**src/rtl/regfile_sync.sv**
```systemverilog
// regfile_sync: two combinational read ports, one clocked write port,
// optional hardwired-zero register 0 and a soft-clear sweep sequencer.
// Optional feature macro: REGFILE_BYPASS_EN (write-to-read forwarding).
module regfile_sync #(
  parameter int DATA_WIDTH = 32,
  parameter int ADDR_WIDTH = 5,
  parameter int ZERO_REG   = 1
) (
  input  logic                  clk,
  input  logic                  rst_n,
  input  logic [ADDR_WIDTH-1:0] rs,
  input  logic [ADDR_WIDTH-1:0] rt,
  input  logic [ADDR_WIDTH-1:0] write_reg,
  input  logic [DATA_WIDTH-1:0] write_data,
  input  logic                  reg_write,
  input  logic                  clear,
  output logic                  busy,
  output logic [DATA_WIDTH-1:0] A,
  output logic [DATA_WIDTH-1:0] B
);

  localparam int unsigned DEPTH = 2**ADDR_WIDTH;

  typedef enum logic {IDLE, SWEEP} state_t;

  state_t                state_q, state_d;
  logic [ADDR_WIDTH-1:0] ptr_q, ptr_d;
  logic [DATA_WIDTH-1:0] regs_q [DEPTH];
  logic [DATA_WIDTH-1:0] regs_d [DEPTH];
  logic                  wr_en;

  // Qualified write: enabled, not sweeping, and not aimed at a hardwired zero register
  always_comb begin
    wr_en = reg_write && (state_q == IDLE) && !((ZERO_REG != 0) && (write_reg == '0));
  end

  // Next-state logic: array update, clear FSM and sweep pointer
  always_comb begin
    state_d = state_q;
    ptr_d   = ptr_q;
    regs_d  = regs_q;
    case (state_q)
      IDLE: begin
        // A write on the clear-sampling edge still lands; the sweep erases it later
        if (wr_en) regs_d[write_reg] = write_data;
        if (clear) begin
          state_d = SWEEP;
          ptr_d   = '0;
        end
      end
      SWEEP: begin
        regs_d[ptr_q] = '0;
        if (ptr_q == ADDR_WIDTH'(DEPTH - 1)) begin
          state_d = IDLE;
          ptr_d   = '0;
        end else begin
          ptr_d = ptr_q + ADDR_WIDTH'(1);
        end
      end
      default: begin
        state_d = IDLE;
        ptr_d   = '0;
      end
    endcase
  end

  // State registers; reset clears the whole array and aborts any sweep
  always_ff @(posedge clk or negedge rst_n) begin
    if (!rst_n) begin
      state_q <= IDLE;
      ptr_q   <= '0;
      for (int unsigned i = 0; i < DEPTH; i++) begin
        regs_q[i] <= '0;
      end
    end else begin
      state_q <= state_d;
      ptr_q   <= ptr_d;
      regs_q  <= regs_d;
    end
  end

  // Combinational read ports; zero-register override has final priority
  always_comb begin
    A = regs_q[rs];
    B = regs_q[rt];
`ifdef REGFILE_BYPASS_EN
    if (wr_en && (rs == write_reg)) A = write_data;
    if (wr_en && (rt == write_reg)) B = write_data;
`else
`endif
    if ((ZERO_REG != 0) && (rs == '0)) A = '0;
    if ((ZERO_REG != 0) && (rt == '0)) B = '0;
  end

  // Busy flag mirrors the sweep state
  always_comb begin
    busy = (state_q == SWEEP);
  end

endmodule

```
**config.mk**
```make
export PLATFORM = sky130hd
export DESIGN_NAME = regfile_sync
export DESIGN_NICKNAME = d
export VERILOG_FILES = /design/src/rtl/regfile_sync.sv
export SDC_FILE = /design/constraint.sdc
export NUM_CORES = 2
export LEC_CHECK = 0
export CAP_MARGIN = 30
export CORE_MARGIN = 2
export CORE_UTILIZATION = 45
export CTS_CLUSTER_DIAMETER = 100
export DETAILED_ROUTE_END_ITERATION = 8
export GPL_TIMING_DRIVEN = 0
export HOLD_SLACK_MARGIN = 0.15
export PLACE_DENSITY = 0.6
export SETUP_SLACK_MARGIN = 0.15
export SYNTH_ARGS = -nofsm -noshare
export SYNTH_HDL_FRONTEND = slang
export SYNTH_SLANG_ARGS = --single-unit
export TNS_END_PERCENT = 5
```
**constraint.sdc**
```tcl
create_clock -name clk -period 5.6 [get_ports clk]
set_input_delay 1.12 -clock clk [delete_from_list [all_inputs] [get_ports clk]]
set_output_delay 1.12 -clock clk [all_outputs]
set_load 0.01 [all_outputs]
```
## Word level (Yosys, flattened, before mapping)

Index checks and enable logic that the tools add are counted.
W data, S select, Z words.

- Add/sub/neg operators: 1
- Order comparisons: 6
- Equal/unequal tests: 3
- Multiplexer cells: 21
- Bitwise gates (word level): 7
- Reduce and logical (&&, ||, !) cells: 8

Operators by type and width:

| cell | count |
|---|---|
| $pmux W1024 S2 | 1 |
| $and A1024 B1024 Y1024 | 1 |
| $bwmux W1024 | 1 |
| $mux W1024 | 1 |
| $not A1024 Y1024 | 1 |
| $bmux W32 S5 | 2 |
| $demux W32 S5 | 2 |
| $mux W32 | 8 |
| $ge A6 B6 Y1 const B | 4 |
| $not A5 Y6 | 4 |
| $logic_not A5 Y1 | 3 |
| $lt A6 B1 Y1 const B | 2 |
| $mux W5 | 2 |
| $pmux W5 S2 | 1 |
| $add A5 B1 Y5 const B | 1 |
| $eq A5 B5 Y1 const B | 1 |
| $logic_and A1 B1 Y1 | 4 |
| $ne A2 B2 Y1 const B | 2 |
| $mux W1 | 2 |
| $pmux W1 S2 | 1 |
| $logic_not A1 Y1 | 1 |
| $not A1 Y1 | 1 |

- Register bits: 1030
- Input bits: 51
- Logic and storage cells: 80

## Logic depth before layout (Yosys ltp)

- Word-level depth: 8
- Mapped depth: 8

## Worst setup path before layout

Ideal clock, no wire load.

- Path kind: input-to-output
- Start point: input port rs[2]
- End point: output port A[11]
- Data arrival time: 2.786 ns
- Required time: 4.480 ns
- Setup slack: 1.694 ns
- Cell stages on the path: 7
- Path buffers: 5
- Cell sequence: buf_2 buf_2 buf_4 buf_2 clkbuf_1 a211oi_1 a311oi_1

- Longest elaborated chain between the ends: 5
- Elaborated cells between the ends (all ways): 6
- Classes of those cells: 4 x mux; 1 x bitwise; 1 x reduce/logical

Ends and longest elaborated chain:

| item | RTL line | text |
|---|---|---|
| start: declaration | 11 | `input logic [ADDR_WIDTH-1:0] rs,` |
| $not A5 Y6 (not written as such) | 84 | `A = regs_q[rs];` |
| $bmux W32 S5 | 84 |  |
| $mux W32 (not written as such) (2 in a row) | 84 |  |
| $mux W32 (*) | 91 | `if ((ZERO_REG != 0) && (rs == '0)) A = '0;` |
| end: declaration | 18 | `output logic [DATA_WIDTH-1:0] A,` |

Mark *: on every way between the ends. The rest lies on a longest branch, timed or not. The select of a mux whose other input is x is not followed.

## Worst setup path in the final report

- Start point: input port rt[1]
- End point: output port B[20]

- Longest elaborated chain between the ends: 5
- Elaborated cells between the ends (all ways): 6
- Classes of those cells: 4 x mux; 1 x bitwise; 1 x reduce/logical

Ends and longest elaborated chain:

| item | RTL line | text |
|---|---|---|
| start: declaration | 12 | `input logic [ADDR_WIDTH-1:0] rt,` |
| $not A5 Y6 (not written as such) | 85 | `B = regs_q[rt];` |
| $bmux W32 S5 | 85 |  |
| $mux W32 (not written as such) (2 in a row) | 85 |  |
| $mux W32 (*) | 92 | `if ((ZERO_REG != 0) && (rt == '0)) B = '0;` |
| end: declaration | 19 | `output logic [DATA_WIDTH-1:0] B` |

Marks and branches as above.

==> results.toml <==
[synth]
synth_cells = 3789
yosysSeqAreaShare_pct = 48.9
ys_ff_latch = 1030
yosys_warnings = 0
synth.distinct_cells = 39
syn_nets = 3845
syn_avg_cell_area_um2 = 13.9
netlist_area_um2 = 52700

[flow_run]
max_cap_viol_count = 0

[setup_path]
rrSetupSlack_ns = 2.18
max_stage_delay_ns = 0.65
worstPathArrival_ns = 4.47
regToRegEndpoint = "regs_q[344]$_DFFE_PN0P_"
crit_family = "buffers and inverters"
path_depth = 8
cp-end-kind = "output pin"
cp_data_required_time_ns = 4.48
cp_max_fo = 10
crit_top_cell = "buf_2"
path_class = "primary input to output pin"
startpoint = "rt[1]"
crit_path_start_kind = "primary input"
rr_startpoint = "busy$_DFF_PN0_"
cpMaxStageDelayCell = "clkdlybuf4s50_1"
path_cells = "buf_2 > buf_2 > nor2_1 > clkbuf_1 > a221oi_1 > o21ai_0 > a311oi_1 > clkdlybuf4s50_1"
cp_num_buf_inv = 4
r2r_cells = 6
cp-endpoint = "B[20]"

[cells_and_area]
stdcell_area_um2 = 60900
layout.nets = 4088
fin_util_pct = 52.4
syn2layout_area_growth_pct = 15.5
final_common_cell = "dfrtp_1"
mostFrequentLayoutCells = "dfrtp_1 (1,030), a22o_1 (992), mux4_2 (448)"
drive_gt1_share_pct = 23.5
fillers = 9880

[timing]
final.setup.worst_slack_ns = 0.0129
fin_skew_ns = 0.0395
tightestPinTransition_ns = 1.27
hold_violations = 0
slew_headroom_pct = 15.3
slew_violations = 0
hold_ws_ns = 0.443
setup_viol = 0
rsz0062_at_grt = "yes"
fin_crit_sh_pct = 99.8
fmax_ghz = 0.179
fin_crit_ns = 5.59

[power_and_ir_drop]
power_uw = 22400
power_leakage_uw = 0.0264
peakVddDrop_uv = 299
powerDensity_nw_per_um2 = 368

[placement]
gp_congestion = 1.04
dp_hpwl_mm = 160
placed_cell_area_um2 = 56100
dp_slack_ns = -1.12
portBuffers = 107

[floorplan]
die-height_um = 346
initial_core_util_pct = 45.3
die-area_um2 = 120000
die_w_um = 346
ios = 116
row_count = 125
core_area_um2 = 116000

[clocking]
hold_buffers = 0
clock_latency_ns = 0.73
clk_root_buffer_cell = "clkbuf_16"
clk_pin_slew_ns = 0.05
h-tree-depth = 3
tritoncts = "built"
clockBufferDepth = 3
numCtsBuffers = 113
postCtsSetupRepairBufs = 0
clkSinkCount = 1030

[global_routing]
grt_max_degree = 166
overflow = 0
antenna_found_initial = 6
grt_pass1_wl_mm = 311
track_usage_pct = 36.5
grt_pass1_vias = 40800

[run_status]
status = "completed"

[routing]
drcViolationCount = 0
drt_iter0_drc = 5899
ant_nets = 0
dr.pass1.iters = 6
vias_per_cell = 7.32
post_drt_wl_per_cell_um = 39.0
routed_wl_mm = 221
via_count = 41400

[worst_hold_path]
holdCritPathClass = "primary input to async pin"
layer usage:
| layer | GRT usage (%) | vias to the layer above | share of wire, % |
|---|---|---|---|
| met5 | 0 | - | 0.017 |
| met1 | 48.6 | 21900 | 38 |
| li1 | - | 16000 | - |
| met4 | 17.3 | 6 | 5.4 |
| met3 | 15.6 | 559 | 15 |
| met2 | 51.3 | 3018 | 42 |
sequential cells by signal, indices dropped and copies added (netlist names):
| name | count |
|---|---|
| regs_q | 1024 |
| busy | 1 |
| ptr_q | 5 |
worst min-delay path by stage:
stage                                        start                       end  slack [ns]  cells after the start
final                                        rst_n    regs_q[90]$_DFFE_PN0P_        0.44                      1
after global routing                         rst_n    regs_q[90]$_DFFE_PN0P_        0.51                      1
after CTS                                    rst_n    regs_q[90]$_DFFE_PN0P_        0.48                      1
after detailed placement  regs_q[1002]$_DFFE_PN0P_  regs_q[1002]$_DFFE_PN0P_        0.49                      1
after global placement    regs_q[1000]$_DFFE_PN0P_  regs_q[1000]$_DFFE_PN0P_        0.49                      1
after floorplan           regs_q[1000]$_DFFE_PN0P_  regs_q[1000]$_DFFE_PN0P_        0.47                      1
cells in the mapped netlist:
| cell | count | area share, % |
|---|---|---|
| nand4_1 | 1 | 0.012 |
| a21oi_1 | 31 | 0.29 |
| nand4bb_1 | 3 | 0.064 |
| nor3_2 | 3 | 0.057 |
| a22o_1 | 992 | 16 |
| nand2_1 | 36 | 0.26 |
| nand3_1 | 1 | 0.0095 |
| or3b_1 | 2 | 0.033 |
| buf_1 | 7 | 0.050 |
| mux4_2 | 448 | 19 |
| and3_1 | 5 | 0.059 |
| mux2i_1 | 128 | 2.4 |
| or4_1 | 2 | 0.028 |
| a22oi_1 | 64 | 0.91 |
| nor2_1 | 36 | 0.26 |
| nor3_1 | 4 | 0.038 |
| dfrtp_1 | 1030 | 49 |
| ha_1 | 5 | 0.12 |
| clkbuf_1 | 381 | 2.7 |
| nand3b_1 | 1 | 0.014 |
| or3_1 | 1 | 0.012 |
| o32ai_1 | 2 | 0.033 |
| nand4b_1 | 3 | 0.050 |
| a311oi_1 | 64 | 1.1 |
| or2_2 | 2 | 0.024 |
| nand2b_1 | 4 | 0.047 |
| buf_2 | 104 | 0.99 |
| o2111ai_1 | 16 | 0.27 |
| nor2b_1 | 68 | 0.81 |
| or4b_1 | 1 | 0.019 |
| inv_1 | 7 | 0.050 |
| a221oi_1 | 48 | 0.80 |
| o21ai_0 | 114 | 1.1 |
| a211oi_1 | 64 | 0.91 |
| buf_4 | 5 | 0.071 |
| o31ai_1 | 2 | 0.028 |
| xnor2_1 | 2 | 0.033 |
| mux2_2 | 64 | 1.4 |
| and2_1 | 38 | 0.45 |
final cells by class:
type,instances,area (um2),area share [%]
sequential,1030,25800,42.3
multi-input combinational,2255,25600,42.1
clock buffer,170,3400,5.58
buffer,495,2170,3.56
tap,1524,1910,3.13
timing repair buffer,130,1500,2.47
clock inverter,44,480,0.789
inverter,7,26.3,0.0432
antenna,2,5.00,0.00822
per-stage QoR:
step | cells | TNS [ns]
after floorplan | 3789 | 0
after global placement | 5420 | -
after detailed placement | 5442 | -36.13
after CTS | 5655 | 0
after global routing | 5657 | 0
final | 5657 | 0
cell families (layout without fill, tap and decap cells):
logic type | after synthesis | after routing | synth area share (%)
compound gates | 1397 | 1397 | 21.9
flops | 1030 | 1030 | 48.9
mux | 640 | 640 | 22.9
buf+inv | 504 | 846 | 3.87
simple gates | 211 | 211 | 2.24
fa+ha+maj | 5 | 5 | 0.119
xor+xnor | 2 | 2 | 0.0332
other cells | 0 | 2 | 0
power breakdown:
part	switching (uW)	internal (uW)
combinational	2680	2230
clock	3310	4630
sequential	991	8570
timing repair:
action,CTS,global route
pin swaps,6,13
hold endpoints to repair,0,0
cloned,0,0
setup endpoints to repair,64,59
resized for setup,148,68
Note: power is estimated with default switching activity, not from simulation.
